<file path="src/rtl/mbus_tx_msg_queue_pkg.sv">
// Shared widths, queue entry layout and FSM state encoding for the TX message queue.
package mbus_tx_msg_queue_pkg;

  localparam int unsigned ADDR_WIDTH      = 32;
  localparam int unsigned DATA_WIDTH      = 32;
  localparam int unsigned TXQ_ENTRY_WIDTH = ADDR_WIDTH + DATA_WIDTH + 1;

  typedef enum logic [2:0] {
    TXQ_ST_IDLE  = 3'd0,
    TXQ_ST_REQ   = 3'd1,
    TXQ_ST_WACK  = 3'd2,
    TXQ_ST_WRESP = 3'd3,
    TXQ_ST_RACK  = 3'd4,
    TXQ_ST_DRAIN = 3'd5
  } txq_state_t;

  typedef struct packed {
    logic [ADDR_WIDTH-1:0] addr;
    logic [DATA_WIDTH-1:0] data;
    logic                  last;
  } txq_entry_t;

endpackage

</file>
<file path="src/rtl/mbus_tx_msg_queue_ram.sv">
// Queue storage: one synchronous write port, one asynchronous read port, no reset on the array.
module mbus_txq_ram #(
  parameter int unsigned DEPTH = 8,
  parameter int unsigned WIDTH = 65
) (
  input  logic                     clk,
  input  logic                     wr_en,
  input  logic [$clog2(DEPTH)-1:0] wr_addr,
  input  logic [WIDTH-1:0]         wr_data,
  input  logic [$clog2(DEPTH)-1:0] rd_addr,
  output logic [WIDTH-1:0]         rd_data
);

  logic [WIDTH-1:0] mem [DEPTH];

  always_ff @(posedge clk) begin
    if (wr_en) mem[wr_addr] <= wr_data;
  end

  assign rd_data = mem[rd_addr];

endmodule

</file>
<file path="src/rtl/mbus_tx_msg_queue.sv">
// Buffers whole messages and replays them on the node TX handshake, retrying failed
// messages up to MAX_RETRY times before discarding them.
module mbus_tx_msg_queue
  import mbus_tx_msg_queue_pkg::*;
#(
  parameter int unsigned DEPTH     = 8,
  parameter int unsigned MAX_RETRY = 3
) (
  input  logic                  CLKIN,
  input  logic                  RESET,
  input  logic [ADDR_WIDTH-1:0] WR_ADDR,
  input  logic [DATA_WIDTH-1:0] WR_DATA,
  input  logic                  WR_LAST,
  input  logic                  WR_PRIO,
  input  logic                  WR_VALID,
  output logic                  WR_READY,
  output logic [ADDR_WIDTH-1:0] TX_ADDR,
  output logic [DATA_WIDTH-1:0] TX_DATA,
  output logic                  TX_PEND,
  output logic                  TX_REQ,
  input  logic                  TX_ACK,
  output logic                  TX_PRIORITY,
  input  logic                  TX_SUCC,
  input  logic                  TX_FAIL,
  output logic                  TX_RESP_ACK,
  output logic                  MSG_DONE,
  output logic                  MSG_ERR,
  output logic                  BUSY
);

  localparam int unsigned AW = $clog2(DEPTH);
  localparam int unsigned PW = AW + 1;
  localparam int unsigned RW = $clog2(MAX_RETRY + 2);

  txq_state_t    state;
  logic [PW-1:0] wr_ptr, rd_ptr, cmt_ptr, count, msg_cnt;
  logic [RW-1:0] retry_cnt;
  logic          cur_last, msg_end, resp_fail;
  logic          wr_fire, msg_inc, msg_dec;
  logic          prio_mem [DEPTH];
  txq_entry_t    wr_entry, rd_entry;

  always_comb begin
    wr_entry      = '0;
    wr_entry.addr = WR_ADDR;
    wr_entry.data = WR_DATA;
    wr_entry.last = WR_LAST;
  end

  mbus_txq_ram #(
    .DEPTH(DEPTH),
    .WIDTH(TXQ_ENTRY_WIDTH)
  ) u_ram (
    .clk    (CLKIN),
    .wr_en  (wr_fire),
    .wr_addr(wr_ptr[AW-1:0]),
    .wr_data(wr_entry),
    .rd_addr(rd_ptr[AW-1:0]),
    .rd_data(rd_entry)
  );

  // Space is reclaimed only at commit/discard so a failed message can be replayed.
  assign count    = wr_ptr - cmt_ptr;
  assign WR_READY = (count != PW'(DEPTH));
  assign wr_fire  = WR_VALID & WR_READY;
  assign msg_inc  = wr_fire & WR_LAST;
  assign BUSY     = (state != TXQ_ST_IDLE) || (msg_cnt != '0);

  always_comb begin
    msg_dec = 1'b0;
    if (state == TXQ_ST_RACK && !TX_SUCC && !TX_FAIL && !resp_fail) msg_dec = 1'b1;
    if (state == TXQ_ST_DRAIN && msg_end) msg_dec = 1'b1;
  end

  always_ff @(posedge CLKIN) begin
    if (wr_fire) prio_mem[wr_ptr[AW-1:0]] <= WR_PRIO;
  end

  always_ff @(posedge CLKIN or posedge RESET) begin
    if (RESET) begin
      wr_ptr  <= '0;
      msg_cnt <= '0;
    end else begin
      if (wr_fire) wr_ptr <= wr_ptr + PW'(1);
      msg_cnt <= msg_cnt + PW'(msg_inc) - PW'(msg_dec);
    end
  end

  always_ff @(posedge CLKIN or posedge RESET) begin
    if (RESET) begin
      state       <= TXQ_ST_IDLE;
      rd_ptr      <= '0;
      cmt_ptr     <= '0;
      retry_cnt   <= '0;
      cur_last    <= 1'b0;
      msg_end     <= 1'b0;
      resp_fail   <= 1'b0;
      TX_ADDR     <= '0;
      TX_DATA     <= '0;
      TX_PEND     <= 1'b0;
      TX_REQ      <= 1'b0;
      TX_PRIORITY <= 1'b0;
      TX_RESP_ACK <= 1'b0;
      MSG_DONE    <= 1'b0;
      MSG_ERR     <= 1'b0;
    end else begin
      MSG_DONE <= 1'b0;
      MSG_ERR  <= 1'b0;
      case (state)
        TXQ_ST_IDLE: begin
          if (msg_cnt != '0) begin
            TX_ADDR     <= rd_entry.addr;
            TX_DATA     <= rd_entry.data;
            TX_PEND     <= ~rd_entry.last;
            TX_PRIORITY <= prio_mem[rd_ptr[AW-1:0]];
            TX_REQ      <= 1'b1;
            cur_last    <= rd_entry.last;
            msg_end     <= 1'b0;
            state       <= TXQ_ST_REQ;
          end
        end
        TXQ_ST_REQ: begin
          if (TX_ACK) begin
            rd_ptr <= rd_ptr + PW'(1);
            if (cur_last) msg_end <= 1'b1;
          end
          if (TX_FAIL) begin
            TX_REQ <= 1'b0;
            state  <= TXQ_ST_WRESP;
          end else if (TX_ACK) begin
            TX_REQ <= 1'b0;
            state  <= TXQ_ST_WACK;
          end
        end
        TXQ_ST_WACK: begin
          if (TX_FAIL) begin
            state <= TXQ_ST_WRESP;
          end else if (!TX_ACK) begin
            if (cur_last) begin
              state <= TXQ_ST_WRESP;
            end else begin
              TX_DATA  <= rd_entry.data;
              TX_PEND  <= ~rd_entry.last;
              TX_REQ   <= 1'b1;
              cur_last <= rd_entry.last;
              state    <= TXQ_ST_REQ;
            end
          end
        end
        TXQ_ST_WRESP: begin
          if (TX_SUCC || TX_FAIL) begin
            TX_RESP_ACK <= 1'b1;
            resp_fail   <= TX_FAIL;
            state       <= TXQ_ST_RACK;
          end
        end
        TXQ_ST_RACK: begin
          if (!TX_SUCC && !TX_FAIL) begin
            TX_RESP_ACK <= 1'b0;
            if (!resp_fail) begin
              cmt_ptr   <= rd_ptr;
              retry_cnt <= '0;
              MSG_DONE  <= 1'b1;
              state     <= TXQ_ST_IDLE;
            end else if (retry_cnt < RW'(MAX_RETRY)) begin
              rd_ptr    <= cmt_ptr;
              retry_cnt <= retry_cnt + RW'(1);
              state     <= TXQ_ST_IDLE;
            end else begin
              state <= TXQ_ST_DRAIN;
            end
          end
        end
        TXQ_ST_DRAIN: begin
          // An abort may leave rd_ptr mid-message; step past the remaining words.
          if (msg_end) begin
            cmt_ptr   <= rd_ptr;
            retry_cnt <= '0;
            MSG_ERR   <= 1'b1;
            state     <= TXQ_ST_IDLE;
          end else begin
            rd_ptr <= rd_ptr + PW'(1);
            if (rd_entry.last) msg_end <= 1'b1;
          end
        end
        default: state <= TXQ_ST_IDLE;
      endcase
    end
  end

  // A full queue holding no complete message can never drain: message longer than DEPTH.
  assert property (@(posedge CLKIN) disable iff (RESET)
    !(count == PW'(DEPTH) && msg_cnt == '0));

endmodule

</file>
<file path="config.mk">
export PLATFORM = sky130hd
export DESIGN_NAME = mbus_tx_msg_queue
export DESIGN_NICKNAME = d
export VERILOG_FILES = /design/src/rtl/mbus_tx_msg_queue_pkg.sv /design/src/rtl/mbus_tx_msg_queue_ram.sv /design/src/rtl/mbus_tx_msg_queue.sv
export SDC_FILE = /design/constraint.sdc
export NUM_CORES = 1
export LEC_CHECK = 0
export ABC_AREA = 1
export BUFFER_PORTS_ARGS = -buffer_cell sky130_fd_sc_hd__buf_2
export CAP_MARGIN = 10
export CORE_MARGIN = 5
export CORE_UTILIZATION = 28
export DETAILED_ROUTE_END_ITERATION = 10
export PLACE_DENSITY = 0.54
export SYNTH_ARGS = -nofsm -noshare
export SYNTH_HDL_FRONTEND = slang
export SYNTH_SLANG_ARGS = --single-unit
</file>
<file path="constraint.sdc">
create_clock -name CLKIN -period 4.4 [get_ports CLKIN]
set_input_delay 0.22 -clock CLKIN [delete_from_list [all_inputs] [get_ports CLKIN]]
set_output_delay 0.22 -clock CLKIN [all_outputs]
set_load 0.005 [all_outputs]
</file>
==> qor.log <==
INFO  outcome        status=completed
INFO  detailed_routing dr.first_iter.drc_count=1128
INFO  clock_network  cts_sinks=623
INFO  floorplanning  core.rowCount=109
INFO  logic_synthesis synth-seq-cells=623
INFO  logic_synthesis post_synth_most_frequent_cells=sky130_fd_sc_hd__edfxtp_1 (528), sky130_fd_sc_hd__nor2_1 (402), sky130_fd_sc_hd__nand2_1 (278)
INFO  final_layout   nNetsFinal=2319
INFO  worst_setup_path startpoint_type=register
INFO  detailed_routing routedWlPerCell=18.29µm
INFO  clock_network  cts_inserted_buffers=69
INFO  worst_setup_path worst-r2r-setup-slack=1.20ns
INFO  clock_network  cts_root_buffer=sky130_fd_sc_hd__clkbuf_16
INFO  placed_design  dp.cells=3260
INFO  worst_setup_path criticalPathCategory=register to register
INFO  clock_network  worstSkewPairLatency=0.61ns
INFO  logic_synthesis synth_top_cell_area_share=63.83%
INFO  worst_setup_path rr_endpoint=u_ram.mem[0][48]
INFO  timing         achievable-frequency=312.3MHz
INFO  placed_design  post-dp-hpwl=36.71mm
INFO  pwr            max-vdd-ir-drop=0.0003275V
INFO  detailed_routing routed_wl=63.28mm
INFO  logic_synthesis synth_area_leaders=sky130_fd_sc_hd__edfxtp_1 (64%), sky130_fd_sc_hd__dfrtp_1 (9.6%), sky130_fd_sc_hd__nor2_1 (6.1%), sky130_fd_sc_hd__nand2_1 (4.2%), sky130_fd_sc_hd__o21ai_0 (4.1%)
INFO  detailed_routing route.detailed.drc=0
INFO  worst_setup_path cpMostUsedCell=sky130_fd_sc_hd__nand2_1
INFO  detailed_routing detail_route.vias_per_cell=4.570
INFO  placed_design  placedInstanceArea=26690µm²
INFO  timing         finalSetupTns=0ns
INFO  worst_setup_path worstReg2RegStart=wr_ptr[2]
INFO  placed_design  globalplace.congestion=0.8073
INFO  clock_network  cts.repair_timing.setup_buffer_count=0
INFO  placed_design  place_ws=1.149ns
INFO  timing         max_slew_margin=18.25%
INFO  timing         slew_viol_final=0
INFO  timing         setup_ws=1.198ns
INFO  logic_synthesis register_area_share_after_synthesis=73.40%
INFO  worst_hold_path timing.hold.worst_path_depth=5
INFO  clock_network  max_buffers_root_to_sink=3
INFO  worst_setup_path cp_slowest_cell=sky130_fd_sc_hd__nor2_4
INFO  logic_synthesis synthDominantAreaCellType=sky130_fd_sc_hd__edfxtp_1
INFO  logic_synthesis postSynthNetCount=2120
INFO  timing         worst-slew-pin-transition=1.226ns
INFO  grt            groute.usage.overall=13.04%
INFO  logic_synthesis syn_avg_cell_area=12.20µm²
INFO  grt            gr-usage-met2=21.83%
INFO  grt            gr-usage-met3=2.520%
INFO  job            max-cap-violations=0
INFO  worst_hold_path holdCritPathClass=input pin to register
INFO  timing         hold-worst-slack=0.08408ns
INFO  clock_network  tritoncts=done
INFO  detailed_routing num_vias=15.81k
INFO  worst_setup_path rr_worst_depth=9
INFO  final_layout   utilization=33.51%
INFO  logic_synthesis synth_async_sr_flop_share=15.25%
INFO  grt            grt_antenna_before_repair=8
INFO  grt            grt_max_degree=117
INFO  floorplanning  design.core.area=88240µm²
INFO  final_layout   post_layout_nonfiller_instances=3460
INFO  floorplanning  initial_core_utilization=28.15%
INFO  pwr            lkg_pwr=10.82nW
INFO  logic_synthesis synth_cells=2036
INFO  grt            grt_pass1_vias=16.01k
INFO  logic_synthesis synth_enable_flop_cells=528
INFO  floorplanning  floorplan.die.height=307.9µm
INFO  placed_design  io_buffer_count=143
INFO  timing         final.period_utilization=72.78%
INFO  timing         report.final.hold_viol_count=0
INFO  logic_synthesis dominant_register_cell_in_the_synthesized_netlist=sky130_fd_sc_hd__edfxtp_1
INFO  worst_hold_path timing.hold.worst.start=TX_ACK
INFO  pwr            power.total=19.90mW
INFO  timing         final-setup-viol-count=0
INFO  logic_synthesis synth_cell_types=34
INFO  worst_hold_path hold_end=TX_REQ
INFO  timing         rsz0062_at_grt=false
INFO  worst_setup_path worst_ep_required_time=4.66ns
INFO  floorplanning  floorplan.io_pins=144
INFO  floorplanning  fp.dieW=307.9µm
INFO  timing         final.min_clock_period=3.202ns
INFO  detailed_routing first_pass_iters=5
INFO  logic_synthesis yosysWarnings=0
INFO  worst_setup_path crit_path_end_kind=register
INFO  logic_synthesis post-synth-top-count-cell=sky130_fd_sc_hd__edfxtp_1
INFO  worst_setup_path arrival_time_at_the_worst_endpoint=3.46ns
INFO  final_layout   drive_gt1_share=13.87%
INFO  final_layout   design_area=29570µm²
INFO  worst_setup_path worstPathCellList=ha_1 -> a21oi_1 -> nand2_1 -> nand2_1 -> nand2_1 -> nand2_1 -> nand2_1 -> nor2_4 -> buf_4
INFO  floorplanning  die_area=94770µm²
INFO  pwr            power-per-cell-area=672.8nW/µm²
INFO  grt            global_route.peak_usage_layer=met2
INFO  clock_network  clkTransAtPathRegs=0.06ns
INFO  final_layout   area.growth.synth_to_final=19.05%
INFO  grt            groute.layer.met1.usage=17.36%
INFO  logic_synthesis netlist_area=24840µm²
INFO  detailed_routing drt.antenna.violating_nets=0
INFO  grt            grt_pass1_wl=96.89mm
INFO  worst_setup_path worstPathMaxFanout=19
INFO  worst_setup_path crit_path_max_incr_delay=0.70ns
INFO  timing         largest_clock_skew_in_the_final_design=0.02556ns
INFO  grt            grt-ovfl-total=0
INFO  clock_network  clock_tree.htree_level_count=3
==> how the worst max path moves through the flow <==
stage	cells past startpoint	slack, ns	end	startpoint
CTS	9	1.14	u_ram.mem[0][48]	wr_ptr[2]
global route	9	0.91	u_ram.mem[0][48]	wr_ptr[2]
floorplan	9	-0.24	prio_mem[0]	cmt_ptr[2]
finish	9	1.20	u_ram.mem[0][48]	wr_ptr[2]
global placement	9	1.15	u_ram.mem[0][64]	wr_ptr[2]
detailed placement	9	1.15	u_ram.mem[0][44]	wr_ptr[2]
==> worst max-delay path, delay by kind of cell, from the launching register on <==
kind / cells / cell delay [ns]
simple gates: 6 / 1.41
flops: 1 / 0.48
fa+ha+maj: 1 / 0.37
compound gates: 1 / 0.20
buf+inv: 1 / 0.41
==> cell families after synthesis <==
family	share of synthesized area (%)
AOI/OAI and AO/OA	7.828
adders and majority gates	0.6347
buffers and inverters	3.793
DFF	73.40
xor gates and xnor gates	0.1411
and+or+nand+nor	14.20
==> repair_timing <==
| action | CTS | global route |
|---|---|---|
| endpoints found under the hold margin | 582 | 0 |
| hold buffers | 69 | 0 |
| gates resized for setup | 0 | 0 |
==> metal layers <==
layer | up-vias | share of wire, %
li1 | 7580 | -
met1 | 7785 | 45
met3 | 84 | 5.0
met4 | 8 | 1.9
met5 | - | 0.076
met2 | 355 | 48
==> area by class of cell <==
type                       instances  area (µm²)
multi-input combinational       1229        5725
antenna                            3       7.507
sequential                       623       18240
clock buffer                      97        1923
inverter                          69       275.3
tap                             1165        1458
fill                            8627       58670
timing repair buffer             243        1677
clock inverter                    31       261.5
==> placed cells by master (no fill, tap or decap), types with 11 or more instances in the layout <==
master	netlist	layout
sky130_fd_sc_hd__a21oi_1	18	18
sky130_fd_sc_hd__buf_2	32	143
sky130_fd_sc_hd__buf_4	8	28
sky130_fd_sc_hd__clkbuf_1	42	20
sky130_fd_sc_hd__clkbuf_16	0	70
sky130_fd_sc_hd__clkinv_2	0	12
sky130_fd_sc_hd__dfrtp_1	95	92
sky130_fd_sc_hd__dlygate4sd3_1	0	69
sky130_fd_sc_hd__edfxtp_1	528	528
sky130_fd_sc_hd__ha_1	11	11
sky130_fd_sc_hd__inv_1	59	57
sky130_fd_sc_hd__nand2_1	278	278
sky130_fd_sc_hd__nand3_1	152	152
sky130_fd_sc_hd__nor2_1	402	394
sky130_fd_sc_hd__nor3_1	12	12
sky130_fd_sc_hd__o211ai_1	68	68
sky130_fd_sc_hd__o21ai_0	205	205
sky130_fd_sc_hd__o21ai_1	49	49
==> power by group <==
group          internal [mW]  switching, mW
sequential              7.69          0.613
clock                   3.15           2.36
combinational           1.86           4.22
total                   12.7           7.20
==> state kept, by name (all words and copies together), names as in the netlist, 3 cells and up <==
register   count
wr_ptr         4
state          3
TX_ADDR       32
retry_cnt      3
u_ram.mem    520
rd_ptr         4
cmt_ptr        4
TX_DATA       32
prio_mem       8
msg_cnt        4
Power figures use the tool's default switching activity.
